--- src/rtl/fwd_hazard_unit_pkg.sv ---
// Shared pipeline-tracking types: forwarding select encodings, the slot tuple
// and its bubble value. The execute stage imports the same encodings.
package fwd_hazard_unit_pkg;

    localparam int REG_W = 5;

    typedef enum logic [1:0] {
        NO_FWD  = 2'b00,
        FWD_MEM = 2'b01,
        FWD_WB  = 2'b10
    } fwd_sel_e;

    typedef struct packed {
        logic             valid;
        logic [REG_W-1:0] rd;
        logic             reg_write;
        logic             mem_read;
    } slot_t;

    localparam slot_t SLOT_BUBBLE = '{valid: 1'b0, rd: '0, reg_write: 1'b0, mem_read: 1'b0};

    // x0 is hardwired, so a slot targeting it never counts as a producer.
    function automatic logic slot_writes(input slot_t s, input logic [REG_W-1:0] r);
        return s.valid && s.reg_write && (s.rd == r) && (r != '0);
    endfunction

    // The EX slot is younger than MEM, so it is tested first.
    function automatic fwd_sel_e fwd_select(input slot_t ex, input slot_t mem,
                                            input logic used, input logic [REG_W-1:0] r);
        if (!used)
            return NO_FWD;
        if (slot_writes(ex, r))
            return FWD_MEM;
        if (slot_writes(mem, r))
            return FWD_WB;
        return NO_FWD;
    endfunction

endpackage

--- src/rtl/fwd_hazard_unit_hazard_slot.sv ---
// One pipeline shadow slot: clears on reset, loads on advance, otherwise holds.
module hazard_slot
    import fwd_hazard_unit_pkg::*;
(
    input  logic  clk,
    input  logic  rst_n,
    input  logic  i_load,
    input  slot_t i_d,
    output slot_t o_q
);

    slot_t r_q;

    always_ff @(posedge clk or negedge rst_n) begin
        if (!rst_n)
            r_q <= SLOT_BUBBLE;
        else if (i_load)
            r_q <= i_d;
    end

    assign o_q = r_q;

endmodule

--- src/rtl/fwd_hazard_unit.sv ---
// Tracks EX/MEM/WB destination state, registers forwarding selects for the
// instruction entering EXEC, and detects load-use hazards at decode.
module fwd_hazard_unit
    import fwd_hazard_unit_pkg::*;
#(
    parameter int CNT_W = 16
) (
    input  logic             clk,
    input  logic             rst_n,
    input  logic             ID_valid,
    input  logic [REG_W-1:0] ID_rs1,
    input  logic [REG_W-1:0] ID_rs2,
    input  logic             ID_rs1Used,
    input  logic             ID_rs2Used,
    input  logic [REG_W-1:0] ID_rd,
    input  logic             ID_regWrite,
    input  logic             ID_memRead,
    input  logic             flush,
    input  logic             memStall,
    output logic             stall,
    output logic [1:0]       EX_fwdRs1,
    output logic [1:0]       EX_fwdRs2,
    output logic             EX_valid,
    output logic [CNT_W-1:0] loadUseCount
);

    localparam logic [CNT_W-1:0] CNT_ONE = {{(CNT_W-1){1'b0}}, 1'b1};

    // w_slot[0] is the value entering EX; w_slot[1..3] are EX, MEM, WB.
    slot_t w_slot [0:3];
    slot_t w_ex;
    slot_t w_mem;
    slot_t w_wb;

    logic       w_advance;
    logic       w_hazard;
    logic       w_insert;
    fwd_sel_e   w_fwd_rs1;
    fwd_sel_e   w_fwd_rs2;

    logic [1:0]       r_fwd_rs1;
    logic [1:0]       r_fwd_rs2;
    logic [CNT_W-1:0] r_cnt;

    assign w_ex  = w_slot[1];
    assign w_mem = w_slot[2];
    assign w_wb  = w_slot[3];

    assign w_advance = !memStall;

    assign w_hazard = w_ex.valid && w_ex.mem_read && ID_valid &&
                      ((ID_rs1Used && slot_writes(w_ex, ID_rs1)) ||
                       (ID_rs2Used && slot_writes(w_ex, ID_rs2)));

    assign stall    = w_hazard && !flush && !memStall;
    assign w_insert = ID_valid && !flush && !stall;

    always_comb begin
        w_slot[0] = SLOT_BUBBLE;
        if (w_insert) begin
            w_slot[0].valid     = 1'b1;
            w_slot[0].rd        = ID_rd;
            w_slot[0].reg_write = ID_regWrite;
            w_slot[0].mem_read  = ID_memRead;
        end
    end

    genvar gi;
    generate
        for (gi = 0; gi < 3; gi++) begin : g_slot
            hazard_slot u_slot (
                .clk    (clk),
                .rst_n  (rst_n),
                .i_load (w_advance),
                .i_d    (w_slot[gi]),
                .o_q    (w_slot[gi+1])
            );
        end
    endgenerate

    assign w_fwd_rs1 = fwd_select(w_ex, w_mem, ID_rs1Used, ID_rs1);
    assign w_fwd_rs2 = fwd_select(w_ex, w_mem, ID_rs2Used, ID_rs2);

    always_ff @(posedge clk or negedge rst_n) begin
        if (!rst_n) begin
            r_fwd_rs1 <= NO_FWD;
            r_fwd_rs2 <= NO_FWD;
        end else if (w_advance) begin
            r_fwd_rs1 <= w_insert ? w_fwd_rs1 : NO_FWD;
            r_fwd_rs2 <= w_insert ? w_fwd_rs2 : NO_FWD;
        end
    end

    always_ff @(posedge clk or negedge rst_n) begin
        if (!rst_n)
            r_cnt <= '0;
        else if (stall && (r_cnt != '1))
            r_cnt <= r_cnt + CNT_ONE;
    end

    // WB is kept purely as a shadow of retiring state; this pins its behaviour.
    a_wb_follows_mem: assert property (@(posedge clk) disable iff (!rst_n)
        !memStall |=> (w_wb == $past(w_mem)));

    assign EX_fwdRs1    = r_fwd_rs1;
    assign EX_fwdRs2    = r_fwd_rs2;
    assign EX_valid     = w_ex.valid;
    assign loadUseCount = r_cnt;

endmodule

--- config.mk ---
export PLATFORM = sky130hd
export DESIGN_NAME = fwd_hazard_unit
export DESIGN_NICKNAME = d
export VERILOG_FILES = /design/src/rtl/fwd_hazard_unit_pkg.sv /design/src/rtl/fwd_hazard_unit_hazard_slot.sv /design/src/rtl/fwd_hazard_unit.sv
export SDC_FILE = /design/constraint.sdc
export NUM_CORES = 1
export LEC_CHECK = 0
export BUFFER_PORTS_ARGS = -buffer_cell sky130_fd_sc_hd__buf_2
export CELL_PAD_IN_SITES_DETAIL_PLACEMENT = 1
export CELL_PAD_IN_SITES_GLOBAL_PLACEMENT = 2
export CORE_ASPECT_RATIO = 1.2
export CORE_MARGIN = 1
export CORE_UTILIZATION = 36
export DETAILED_ROUTE_END_ITERATION = 10
export GPL_TIMING_DRIVEN = 1
export PLACE_DENSITY = 0.81
export REMOVE_ABC_BUFFERS = 1
export SLEW_MARGIN = 30
export SYNTH_ARGS = -nofsm -noshare
export SYNTH_HDL_FRONTEND = slang
export SYNTH_SLANG_ARGS = --single-unit
--- constraint.sdc ---
create_clock -name clk -period 3 [get_ports clk]
set_input_delay 0.6 -clock clk [delete_from_list [all_inputs] [get_ports clk]]
set_output_delay 0.6 -clock clk [all_outputs]
set_load 0.02 [all_outputs]
==> impl_results.html <==
<table>
<tr><th>Metric</th><th>Value</th></tr>
<tr><th colspan="2">Floorplanning</th></tr>
<tr><td>Core Region</td><td>0.00494 mm^2</td></tr>
<tr><td>I/O pins</td><td>46</td></tr>
<tr><td>Width of the chip</td><td>just under 70 um</td></tr>
<tr><td>Cell row count</td><td>28</td></tr>
<tr><td>Effective utilization at floorplan</td><td>around 37%</td></tr>
<tr><td>Vert. Die Dim</td><td>80.5 um</td></tr>
<tr><td>Total Die Area</td><td>roughly 0.0054 mm^2</td></tr>
<tr><th colspan="2">Worst setup path</th></tr>
<tr><td>Endpoint of the lowest-slack register-to-register path</td><td>loadUseCount[1]$_DFFE_PN0P_</td></tr>
<tr><td>Launching element type of the critical path</td><td>primary input</td></tr>
<tr><td>Startpoint of the lowest-slack register-to-register path</td><td>g_slot[0].u_slot.o_q[6]$_DFFE_PN0N_</td></tr>
<tr><td>Number of cells on the worst reg-to-reg path</td><td>6</td></tr>
<tr><td>Worst setup path category</td><td>primary input to primary output</td></tr>
<tr><td>Data arrival time of the worst path</td><td>2.14 ns</td></tr>
<tr><td>Launch point of the critical path</td><td>ID_rs2[0]</td></tr>
<tr><td>CP Capture Type</td><td>primary output</td></tr>
<tr><td>Biggest fanout along the worst timing path</td><td>3</td></tr>
<tr><td>FF-to-FF setup slack</td><td>0.64 ns</td></tr>
<tr><td>CP required</td><td>between 2 and 2.5 ns</td></tr>
<tr><th colspan="2">Timing</th></tr>
<tr><td>Rel. slew slack</td><td>44.9%</td></tr>
<tr><td>Worst clock skew</td><td>0.00928 ns</td></tr>
<tr><td>F_max</td><td>around 370 MHz</td></tr>
<tr><td>Worst Tran Pin Value</td><td>0.826 ns</td></tr>
<tr><td>Final number of setup-violating endpoints</td><td>0</td></tr>
<tr><td>Final worst path period need</td><td>2.74 ns</td></tr>
<tr><td>Setup repair after global routing missed its margin</td><td>false</td></tr>
<tr><td>Slew Limit Fails</td><td>0</td></tr>
<tr><td>Final-report hold violation count</td><td>0</td></tr>
<tr><td>Setup tns final</td><td>0 ns</td></tr>
<tr><td>Final clock period utilization by the worst path</td><td>91.2%</td></tr>
<tr><th colspan="2">Detailed routing</th></tr>
<tr><td>Ratio of routed vias to standard cells</td><td>5.30</td></tr>
<tr><td>Initial DRT Pass Iterations</td><td>5</td></tr>
<tr><td>1st-iter DRT viols</td><td>69</td></tr>
<tr><td>Total Routed Length</td><td>between 4000 and 5000 um</td></tr>
<tr><td>Overall via count from detail_route</td><td>between 1000 and 1500</td></tr>
<tr><td>Drc violations</td><td>0</td></tr>
<tr><td>Routed length per placed instance</td><td>16.6 um</td></tr>
<tr><td>Count of antenna-violating nets left after detailed routing</td><td>0</td></tr>
<tr><th colspan="2">Clock network</th></tr>
<tr><td>Number of setup buffers added after CTS</td><td>0</td></tr>
<tr><td>CTS tree</td><td>built</td></tr>
<tr><td>Number of hold buffers added after cts</td><td>0</td></tr>
<tr><td>CTS clock-pin slew for the worst setup and hold paths</td><td>0.07 ns</td></tr>
<tr><td>Clock root buffer master</td><td>clkbuf_8</td></tr>
<tr><td>Clk_lat worst skew</td><td>between 0.2 and 0.3 ns</td></tr>
<tr><td>Number of buffers created by CTS</td><td>5</td></tr>
<tr><td>Number of levels in the clock H-tree</td><td>2</td></tr>
<tr><td>Largest buffer count on any clock path</td><td>2</td></tr>
<tr><td>Clk sinks</td><td>35</td></tr>
<tr><td>Cells resized by post-CTS repair</td><td>0</td></tr>
<tr><th colspan="2">GRT</th></tr>
<tr><td>Fraction of met2 tracks used by global routing</td><td>33.3%</td></tr>
<tr><td>All-Layer GR Usage</td><td>19.4%</td></tr>
<tr><td>GRT Residual Overflow</td><td>0</td></tr>
<tr><td>Number of antenna violations at the first check in global routing</td><td>0</td></tr>
<tr><td>GRT met1 Usage</td><td>between 20% and 30%</td></tr>
<tr><td>Met3 usage in global routing</td><td>4.69%</td></tr>
<tr><td>Wire length of the first global-routing pass</td><td>7690 um</td></tr>
<tr><td>Top Usage Layer GRT</td><td>met2</td></tr>
<tr><td>Pin count of the biggest net entering global routing</td><td>36</td></tr>
<tr><td>Via count of the first global-routing pass</td><td>1618</td></tr>
<tr><th colspan="2">Place</th></tr>
<tr><td>IO Port Bufs</td><td>45</td></tr>
<tr><td>Gpl congestion</td><td>0.792</td></tr>
<tr><td>Sum of net half-perimeters after detailed placement</td><td>3550 um</td></tr>
<tr><th colspan="2">Finish</th></tr>
<tr><td>Layout cell share with drive strength beyond 1</td><td>29.8%</td></tr>
<tr><td>Count of filler cells inserted in the layout</td><td>slightly below 600</td></tr>
<tr><td>Net count, final</td><td>242</td></tr>
<tr><td>Layout overhead on the synthesized area</td><td>19.6%</td></tr>
<tr><td>Number of antenna diodes</td><td>0</td></tr>
<tr><th colspan="2">Synth</th></tr>
<tr><td>Post-Syn Area</td><td>0.00185 mm^2</td></tr>
<tr><td>Yosys cell types</td><td>37</td></tr>
<tr><td>Share of async-settable or async-resettable flops after synthesis</td><td>between 90% and 100%</td></tr>
<tr><td>Synthesis-stage register bit count</td><td>35</td></tr>
<tr><td>Synth Warn #</td><td>0</td></tr>
<tr><td>Mean instance size in the synthesized netlist</td><td>roughly 11 um^2</td></tr>
<tr><td>Number of instances in the synthesized netlist</td><td>168</td></tr>
<tr><td>Sequential fraction of the synthesis area</td><td>around 47%</td></tr>
<tr><td>Synth Flop Type</td><td>dfrtp_1</td></tr>
<tr><td>Post-synth EDFFs</td><td>0</td></tr>
<tr><th colspan="2">Pwr</th></tr>
<tr><td>Total power divided by cell area</td><td>417 mW/mm^2</td></tr>
<tr><td>Max IR drop VDD</td><td>~0.27 mV</td></tr>
<tr><td>Comb power frac</td><td>about a tenth</td></tr>
<tr><td>Power share of the clock group</td><td>35.7%</td></tr>
<tr><td>Total power consumption of the routed design</td><td>921 uW</td></tr>
<tr><td>Internal power component</td><td>roughly 690 uW</td></tr>
<tr><td>Leakage</td><td>0.00110 uW</td></tr>
<tr><td>Sequential power share</td><td>a little over half</td></tr>
<tr><td>Switching power as a share of total power</td><td>24.9%</td></tr>
<tr><td>Switching pwr</td><td>229 uW</td></tr>
<tr><th colspan="2">Run status</th></tr>
<tr><td>Run status</td><td>complete, no violations</td></tr>
<tr><th colspan="2">Flow run</th></tr>
<tr><td>Max-cap check violation count</td><td>0</td></tr>
<tr><th colspan="2">Min path</th></tr>
<tr><td>Min-delay worst type</td><td>primary input to asynchronous set/reset pin</td></tr>
</table>
## cell families after synthesis
| group | synth area share, % |
|---|---|
| flops | 47.4 |
| compound gates | 8.60 |
| simple gates | 19.4 |
| buf+inv | 2.24 |
| mux | 6.03 |
| xor+xnor | 15.7 |
| fa+ha+maj | 0.677 |
## power by group through the flow
stage	Combinational, uW	Sequential, uW	Clock (uW)
finish	89.2	503	329
global placement	85.5	512	0
floorplan	44.4	508	0
CTS	91.1	503	350
detailed placement	90.5	512	0
global route	101	505	357
## cell type report
cell class                 count  area (um^2)  share of cell area (%)
multi-input combinational    126          930                    42.1
sequential                    35          876                    39.6
timing repair buffer          47          240                    10.9
clock buffer                   7         76.3                    3.45
tap                           60         75.1                    3.40
inverter                       2         7.51                   0.340
clock inverter                 1         5.00                   0.227
## worst max path at each step
stage / end / cells after the start / slack, ns
global placement: stall / 7 / 0.33
finish: stall / 7 / 0.26
global route: stall / 7 / 0.16
floorplan: loadUseCount[1]$_DFFE_PN0P_ / 6 / 0.54
detailed placement: stall / 7 / 0.26
CTS: stall / 7 / 0.27
## cell usage after synthesis, types with 2 or more instances
cell       n  area (um^2)
buf_6      2         22.5
nor4_1     3         18.8
and4_1     2         17.5
nand2_1   11         41.3
a22o_1     7         61.3
nand3_1   13         65.1
mux2_2     8         90.1
clkbuf_1   3         11.3
xor2_1    14          123
xnor2_1   19          166
nor2_1     9         33.8
inv_1      2         7.51
and3_1     6         37.5
o21ai_1    2         10.0
a32o_1     2         20.0
dfrtp_1   35          876
or4_1      2         15.0
o21ai_0    3         15.0
nand4_1    7         43.8
## per-layer routing
metal | wire, um | vias up
li1 | - | 702
met1 | 1900 | 731
met2 | 2490 | 35
met3 | 165 | 6
met4 | 61 | 0
met5 | 0 | -
## placed cells by master (no fill, tap or decap), types with 3 or more instances in the layout
cell type	netlist	layout
clkbuf_8	0	5
dfrtp_1	35	35
o21ai_0	3	3
mux2_2	8	8
and3_1	6	6
nor2_1	9	9
a22o_1	7	7
nor4_1	3	3
buf_2	0	45
nand3_1	13	13
nand4_1	7	7
nand2_1	11	11
xor2_1	14	14
xnor2_1	19	19
## critical path: stages
cell and delay, ns:
buf_2 0.12, or4_1 0.52, o21ai_1 0.17, and4bb_1 0.27, nor2_1 0.22, nor2_1 0.08, buf_2 0.17
## per-stage QoR
stage	setup slack, ns	utilization, %	cells	cell area [um^2]	hold slack (ns)
6_report	0.263	44.7	278	2210	0.408
3_3_place_gp	0.327	43.1	270	2130	0.467
5_1_grt	0.165	44.7	278	2210	0.458
4_1_cts	0.271	44.7	278	2210	0.426
3_5_place_dp	0.259	43.1	270	2130	0.477
2_1_floorplan	0.540	-	163	1810	0.304
## state kept, by name, summed over array words and instances, names as in the netlist
signal	count
g_slot.u_slot.o_q	15
EX_fwdRs2	2
EX_fwdRs1	2
loadUseCount	16
Power figures use the tool's default switching activity.
